`config.mk`:
```
export PLATFORM = sky130hd
export DESIGN_NAME = spi_wrapper
export DESIGN_NICKNAME = d
export VERILOG_FILES = /design/src/rtl/spi_ram_pkg.sv /design/src/rtl/spi_ram.sv /design/src/rtl/spi_slave.sv /design/src/rtl/spi_wrapper.sv
export SDC_FILE = /design/constraint.sdc
export NUM_CORES = 2
export LEC_CHECK = 0
export CORE_MARGIN = 2
export CORE_UTILIZATION = 37
export CTS_BUF_LIST = sky130_fd_sc_hd__clkbuf_8
export DETAILED_ROUTE_END_ITERATION = 6
export PLACE_DENSITY = 0.62
export SYNTH_ARGS = -nofsm -noshare
export SYNTH_HDL_FRONTEND = slang
export SYNTH_HIERARCHICAL = 1
export SYNTH_SLANG_ARGS = --single-unit
```
`constraint.sdc`:
```
create_clock -name clk -period 9.4 [get_ports clk]
set_input_delay 1.41 -clock clk [delete_from_list [all_inputs] [get_ports clk]]
set_output_delay 1.41 -clock clk [all_outputs]
set_load 0.01 [all_outputs]
```
`src/rtl/spi_ram_pkg.sv`:
```
// spi_ram_pkg: shared state encoding, RAM opcodes and default sizes for the SPI RAM slice.
package spi_ram_pkg;
  typedef enum logic [2:0] {IDLE, CHK_CMD, WRITE, READ_ADD, READ_DATA} state_t;
  localparam logic [1:0] WR_ADDR = 2'b00;
  localparam logic [1:0] WR_DATA = 2'b01;
  localparam logic [1:0] RD_ADDR = 2'b10;
  localparam logic [1:0] RD_DATA = 2'b11;
  localparam int MEM_DEPTH_DEF = 256;
  localparam int ADDR_SIZE_DEF = 8;
endpackage

```
`src/rtl/spi_ram.sv`:
```
// spi_ram: single-port byte RAM driven by decoded 10-bit SPI commands.
module spi_ram
  import spi_ram_pkg::*;
#(
  parameter int MEM_DEPTH = MEM_DEPTH_DEF,
  parameter int ADDR_SIZE = ADDR_SIZE_DEF
) (
  input  logic       clk,
  input  logic       rst_n,
  input  logic [9:0] rx_data,
  input  logic       rx_valid,
  output logic [7:0] dout,
  output logic       tx_valid
);
  logic [7:0] mem [MEM_DEPTH];
  logic [ADDR_SIZE-1:0] wr_addr, rd_addr;
  logic [1:0] opcode;
  assign opcode = rx_data[9:8];
  always_ff @(posedge clk or negedge rst_n)
    if (!rst_n) begin
      wr_addr <= '0;
      rd_addr <= '0;
      dout <= '0;
      tx_valid <= 1'b0;
    end else begin
      tx_valid <= rx_valid && opcode == RD_DATA;
      if (rx_valid && opcode == WR_ADDR) wr_addr <= rx_data[ADDR_SIZE-1:0];
      if (rx_valid && opcode == RD_ADDR) rd_addr <= rx_data[ADDR_SIZE-1:0];
      if (rx_valid && opcode == RD_DATA) dout <= mem[rd_addr];
    end
  // storage is deliberately left out of reset
  always_ff @(posedge clk)
    if (rx_valid && opcode == WR_DATA) mem[wr_addr] <= rx_data[7:0];
endmodule

```
`src/rtl/spi_slave.sv`:
```
// spi_slave: frames MOSI into 10-bit commands and shifts RAM read data out on MISO.
module spi_slave
  import spi_ram_pkg::*;
(
  input  logic       clk,
  input  logic       rst_n,
  input  logic       MOSI,
  input  logic       ss_n,
  input  logic       tx_valid,
  input  logic [7:0] tx_data,
  output logic       MISO,
  output logic       rx_valid,
  output logic [9:0] rx_data
);
  state_t state, next_state;
  logic [3:0] cnt;
  logic [8:0] shift;
  logic [6:0] tx_shift;
  logic [2:0] tx_cnt;
  logic rd_addr_received;
  logic rx_active;
  assign rx_active = (state == WRITE || state == READ_ADD || state == READ_DATA) && cnt != 4'd10;
  always_ff @(posedge clk or negedge rst_n)
    if (!rst_n) state <= IDLE;
    else state <= next_state;
  always_comb begin
    next_state = state;
    if (ss_n) next_state = IDLE;
    else if (state == IDLE) next_state = CHK_CMD;
    else if (state == CHK_CMD) next_state = !MOSI ? WRITE : rd_addr_received ? READ_DATA : READ_ADD;
  end
  // cnt saturates at 10 so a finished frame ignores MOSI until ss_n rises
  always_ff @(posedge clk or negedge rst_n)
    if (!rst_n) begin
      cnt <= '0;
      shift <= '0;
      rx_data <= '0;
      rx_valid <= 1'b0;
      tx_shift <= '0;
      tx_cnt <= '0;
      MISO <= 1'b0;
      rd_addr_received <= 1'b0;
    end else if (ss_n) begin
      cnt <= '0;
      rx_valid <= 1'b0;
      tx_cnt <= '0;
      MISO <= 1'b0;
    end else begin
      rx_valid <= rx_active && cnt == 4'd9;
      if (rx_active) begin
        shift <= {shift[7:0], MOSI};
        cnt <= cnt + 4'd1;
      end
      if (rx_active && cnt == 4'd9) begin
        rx_data <= {shift, MOSI};
        if (state == READ_ADD) rd_addr_received <= 1'b1;
      end
      if (state == READ_DATA && tx_valid) begin
        MISO <= tx_data[7];
        tx_shift <= tx_data[6:0];
        tx_cnt <= 3'd7;
      end else if (tx_cnt != 3'd0) begin
        MISO <= tx_shift[6];
        tx_shift <= {tx_shift[5:0], 1'b0};
        tx_cnt <= tx_cnt - 3'd1;
        if (tx_cnt == 3'd1) rd_addr_received <= 1'b0;
      end else MISO <= 1'b0;
    end
endmodule

```
`src/rtl/spi_wrapper.sv`:
```
// spi_wrapper: SPI slave front-end joined to a byte RAM.
module spi_wrapper
  import spi_ram_pkg::*;
#(
  parameter int MEM_DEPTH = MEM_DEPTH_DEF,
  parameter int ADDR_SIZE = ADDR_SIZE_DEF
) (
  input  logic clk,
  input  logic rst_n,
  input  logic MOSI,
  input  logic ss_n,
  output logic MISO
);
  logic [9:0] rx_data;
  logic rx_valid, tx_valid;
  logic [7:0] dout;
  spi_slave u_slave (
    .clk(clk), .rst_n(rst_n), .MOSI(MOSI), .ss_n(ss_n),
    .tx_valid(tx_valid), .tx_data(dout),
    .MISO(MISO), .rx_valid(rx_valid), .rx_data(rx_data)
  );
  spi_ram #(.MEM_DEPTH(MEM_DEPTH), .ADDR_SIZE(ADDR_SIZE)) u_ram (
    .clk(clk), .rst_n(rst_n), .rx_data(rx_data), .rx_valid(rx_valid),
    .dout(dout), .tx_valid(tx_valid)
  );
endmodule

```
; ---- Word level (Yosys, flattened, before mapping)
; Memory sizes are Yosys's and may differ from the RTL's. A register that Yosys moved wholly into a read port is not among the register bits.
; Cells that the tools add are included.
[classes]
n_addsub = 2
multipliers = 0
n_div = 0
order_cmp = 0
eq_ne = 10
n_shift = 0
mux = 23
bitwise = 1
n_reduce_logical = 20
[ops]
columns = cell, count
row1 = 3-bit two-way mux, 8
row2 = 7-bit two-way mux, 2
row3 = 1-bit two-way mux, 11
row4 = 3-bit nonzero test, 3
row5 = 4-bit two-way mux, 2
row6 = 1-bit logical AND, 7
row7 = "3-bit by 1-bit equality test with 1-bit output, second input constant", 2
row8 = "3-bit by 2-bit equality test with 1-bit output, second input constant", 2
row9 = 2-bit AND reduction, 3
row10 = "4-bit by 1-bit adder with 4-bit output, second input constant", 1
row11 = "2-bit equality test, second input constant", 2
row12 = "4-bit equality test, second input constant", 1
row13 = "4-bit != test, second input constant", 1
row14 = 2-bit nonzero test, 2
row15 = "3-bit equality test, second input constant", 1
row16 = 3-bit logical NOT, 1
row17 = "3-bit by 1-bit subtractor with 3-bit output, second input constant", 1
row18 = "2-bit by 1-bit equality test with 1-bit output, second input constant", 1
row19 = 2-bit logical NOT, 1
row20 = 1-bit logical OR, 2
row21 = 1-bit logical NOT, 1
row22 = 1-bit NOT, 1
[word_totals]
register_bits = 56
latch_bits = 0
ram_bits = 2048
rom_bits = 0
inputBits = 4
elab_cells = 69
mem_count = 1
[memory_table]
columns = memory, words, word_bits, rd, rd_ports_with_merged_regs, write_ports, line
row1 = u_ram.mem, 256, 8, 1, 1, 1, spi_ram.sv:15  ; logic [7:0] mem [MEM_DEPTH];

; ---- Depth between registers and ports, before layout
[depth]
ltp_word = 9
mapped_depth = 12
ltp_nobuf = 7

; ---- By module
; The synthesis kept the hierarchy.
[by_module_without_submodules]
columns = module, n_inst, cells_each, area_each_um2
row1 = spi_ram, 1, 4038, 81399.3
row2 = spi_slave, 1, 161, 1864.3

; ---- Worst setup path before layout
; No wires, ideal clock.
[synth_path]
kind = flip-flop to flip-flop
from = register u_slave.rx_data[0]
to = memory u_ram.mem[0][0], data pin
setup_ns = 0.808
arrival_ns = 3.203
t_required_ns = 8.592
slack_ns = 5.389
stages_incl_launch_ff = 1
n_path_buf = 0
period_less_slack_ns = 4.011
path_cell_list = dfrtp_1
[synth_lines]
columns = item, line
row1 = "start, declared", spi_slave.sv:13  ; output logic [9:0] rx_data
row2 = "start signal, assigned", spi_slave.sv:55  ; rx_data <= {shift, MOSI};
row3 = "end, declared", spi_ram.sv:15
; Straight into the memory's write port.

==> metrics.txt <==
number of flops mapped to enable cells by yosys just over 2,000; critical path peak fanout 42; # IOs 5; Mapped Avg Cell Area 19.8 sq um; CP Buf/Inv Count 2; Worst path slowest cell o21ai_0; Worst-Margin Slew 1.52 ns; initial antenna violation count 9; vias about 44,000; Pwr Total 17,800 uW; Mapped Cells approximately 4,200; final setup margin ~3.7 ns; post-synth cell types between 70 and 80; Max VDD drop 0.0963 mV; die area 229,000 sq um; chip height 478 microns; Worst Hold Endpoint u_slave/tx_shift[0]; 1st-iter DRT viols 5,810; ys flop type edfxtp_1; Final Skew 0.0772 ns; total congestion overflow 0; P per Cell Area 193 nW/um^2; Hold WS slightly above 0.5 ns; GRT Total Usage 0.196; Max Cap Violations 1; RePlAce Congestion 0.916; total wire length about 230,000 microns; largest incremental delay on the critical path 1.18 ns; number of cells on the worst hold path 1; share of layout cells above drive strength 1 0.201; Crit. End Element register; crit start category register; hpwl dp 137,000 microns; flop2flop setup slack 3.69 ns; post-DR vias/cell 5.70; Reg clk slew, reported paths 0.07 ns; Final ANT Viol Nets 0; most frequent cells in the layout 2,048 x edfxtp_1, 371 x clkbuf_8, 327 x mux2i_1; Starting Density 0.371; family with the most delay on the worst path compound AO/OA/AOI/OAI gates; # fillers approximately 20,000; NumNets Final 4,413; later-pin clock latency in the skew report roughly 1.1 ns; Leak between 0.03 and 0.04 uW; # DRC 1; CP most frequent cell buf_4; Sink Count 2,112; Resize count post-CTS 0; Post-CTS Setup Repair Bufs 0; CTS tree done; Synthesized Nets around 4,200; vias in the first global route 43,000; final setup violation count 0; clock root buffer clkbuf_8; outcome finished with violations; TritonRoute pass-1 iters 7; die width 478 microns; Syn. warnings 6; CTS Hold Buffers Added 0; CP required 10.38 ns; Row Count 174; PortBufs 4; post-layout min period 5.71 ns; FF-to-FF End u_ram/dout[4]; drt wl/cell 29.7 microns; dpl ws about 4.2 ns; Num CTS Buffers between 300 and 400; core area 224,000 sq um; Final Cycle Share 0.607; H-tree Lvls 5; Async SR Flop Fraction 0.0303; Post-Syn Area 83,300 sq um; critical-path cell list buf_4 -> buf_4 -> mux2i_1 -> o221ai_1 -> a21oi_1 -> o21ai_0 -> nand4_1 -> nor3_1 -> a221o_1; total negative slack 0 ns; first-pass GRT wire length 323,000 microns; Final Hold Fails 0; Min-Delay Path Class reg -> reg; RSZ-0062 raised after global routing false; largest net degree at the start of global routing 242; Worst Path Arrival 6.68 ns; max frequency 175 MHz; Area growth, synth to finish 10.9%; max_slew headroom -0.0210; Reg2Reg Depth 9; sequential area share after synthesis 0.758; clock buffer depth 4; Worst Hold Launch u_slave/tx_shift[0]; Final Slew Violations 2; Critical Setup Path Class reg -> reg; commonest non-fill, non-tap cell in the layout edfxtp_1; failing checks design-rule violations, max-capacitance violations, max-slew violations; Reg-to-Reg Start u_ram/rd_addr[0]; post-synthesis register bit count 2,112
logic make-up after synthesis:
group	count (synthesis)	synth area share
XOR/XNOR	1	0.000105
multiplexers	731	0.145
adder cells (fa/ha/maj)	6	0.000902
flip-flops	2112	0.758
AO/OA/AOI/OAI	455	0.0386
buffers and inverters	275	0.0249
AND/OR/NAND/NOR	619	0.0327
power by group:
part | total, uW | switching, uW | internal [uW]
Sequential | 10200 | 29.1 | 10200
Combinational | 112 | 58.5 | 53.5
Clock | 7450 | 3590 | 3860
Total | 17800 | 3680 | 14100
flip-flops by register name (all words and copies together) (netlist names):
signal                    count
u_slave/shift                 9
u_slave/rx_valid              1
u_slave/rx_data              10
u_ram/tx_valid                1
u_slave/tx_cnt                3
u_slave/rd_addr_received      1
u_ram/dout                    8
u_ram/wr_addr                 8
u_slave/MISO                  1
u_slave/cnt                   4
u_slave/state                 3
u_ram/mem                  2048
u_slave/tx_shift              7
u_ram/rd_addr                 8
worst max-delay path by stage:
| stage | start | to | slack (ns) | cells after the start |
|---|---|---|---|---|
| 3_3_place_gp | u_ram/rd_addr[0] | u_ram/dout[5] | 4.06 | 7 |
| 5_1_grt | u_ram/rd_addr[0] | u_ram/dout[4] | 3.61 | 9 |
| 6_report | u_ram/rd_addr[0] | u_ram/dout[4] | 3.69 | 9 |
| 2_1_floorplan | u_slave/rx_data[0] | u_ram/mem[0][0] | 5.39 | 0 |
| 4_1_cts | u_ram/rd_addr[0] | u_ram/dout[4] | 4.17 | 9 |
| 3_5_place_dp | u_ram/rd_addr[0] | u_ram/dout[4] | 4.20 | 9 |
layer usage:
metal	routed length [microns]	global-route usage
met4	9550	0.0812
met5	43	0
met1	90700	0.266
met2	106000	0.302
met3	21200	0.0465
cell type report:
cell class	instances	area [sq um]	share of cell area
sequential	2112	63100	0.684
clock inverter	244	1220	0.0132
tap	2992	3740	0.0405
inverter	15	58.8	0.000637
antenna	3	7.51	0.0000813
timing repair buffer	103	861	0.00932
multi-input combinational	1812	18200	0.197
clock buffer	371	5110	0.0553
synthesized netlist by cell type, drive strengths merged, types with 16 or more instances:
| library cell | count | area [sq um] |
|---|---|---|
| edfxtp | 2048 | 61500 |
| mux4 | 364 | 8350 |
| mux2i | 327 | 3270 |
| nor2 | 299 | 1120 |
| buf | 157 | 1550 |
| nand2 | 157 | 589 |
| clkbuf | 102 | 457 |
| o22ai | 100 | 626 |
| a21oi | 85 | 425 |
| dfrtp | 64 | 1600 |
| o221ai | 57 | 518 |
| nand3 | 52 | 260 |
| o21ai | 45 | 225 |
| mux2 | 40 | 450 |
| a2111oi | 39 | 365 |
| a22oi | 36 | 270 |
| a211oi | 32 | 258 |
| a221oi | 16 | 146 |
metrics by stage:
stage,cell area (sq um),utilization,cells
2_1_floorplan,83300,-,4199
3_3_place_gp,86000,0.384,7032
3_5_place_dp,86000,0.384,7033
4_1_cts,92300,0.412,7648
5_1_grt,92300,0.412,7651
6_report,92300,0.412,7652
No activity file was read; power rests on OpenSTA's default activity.
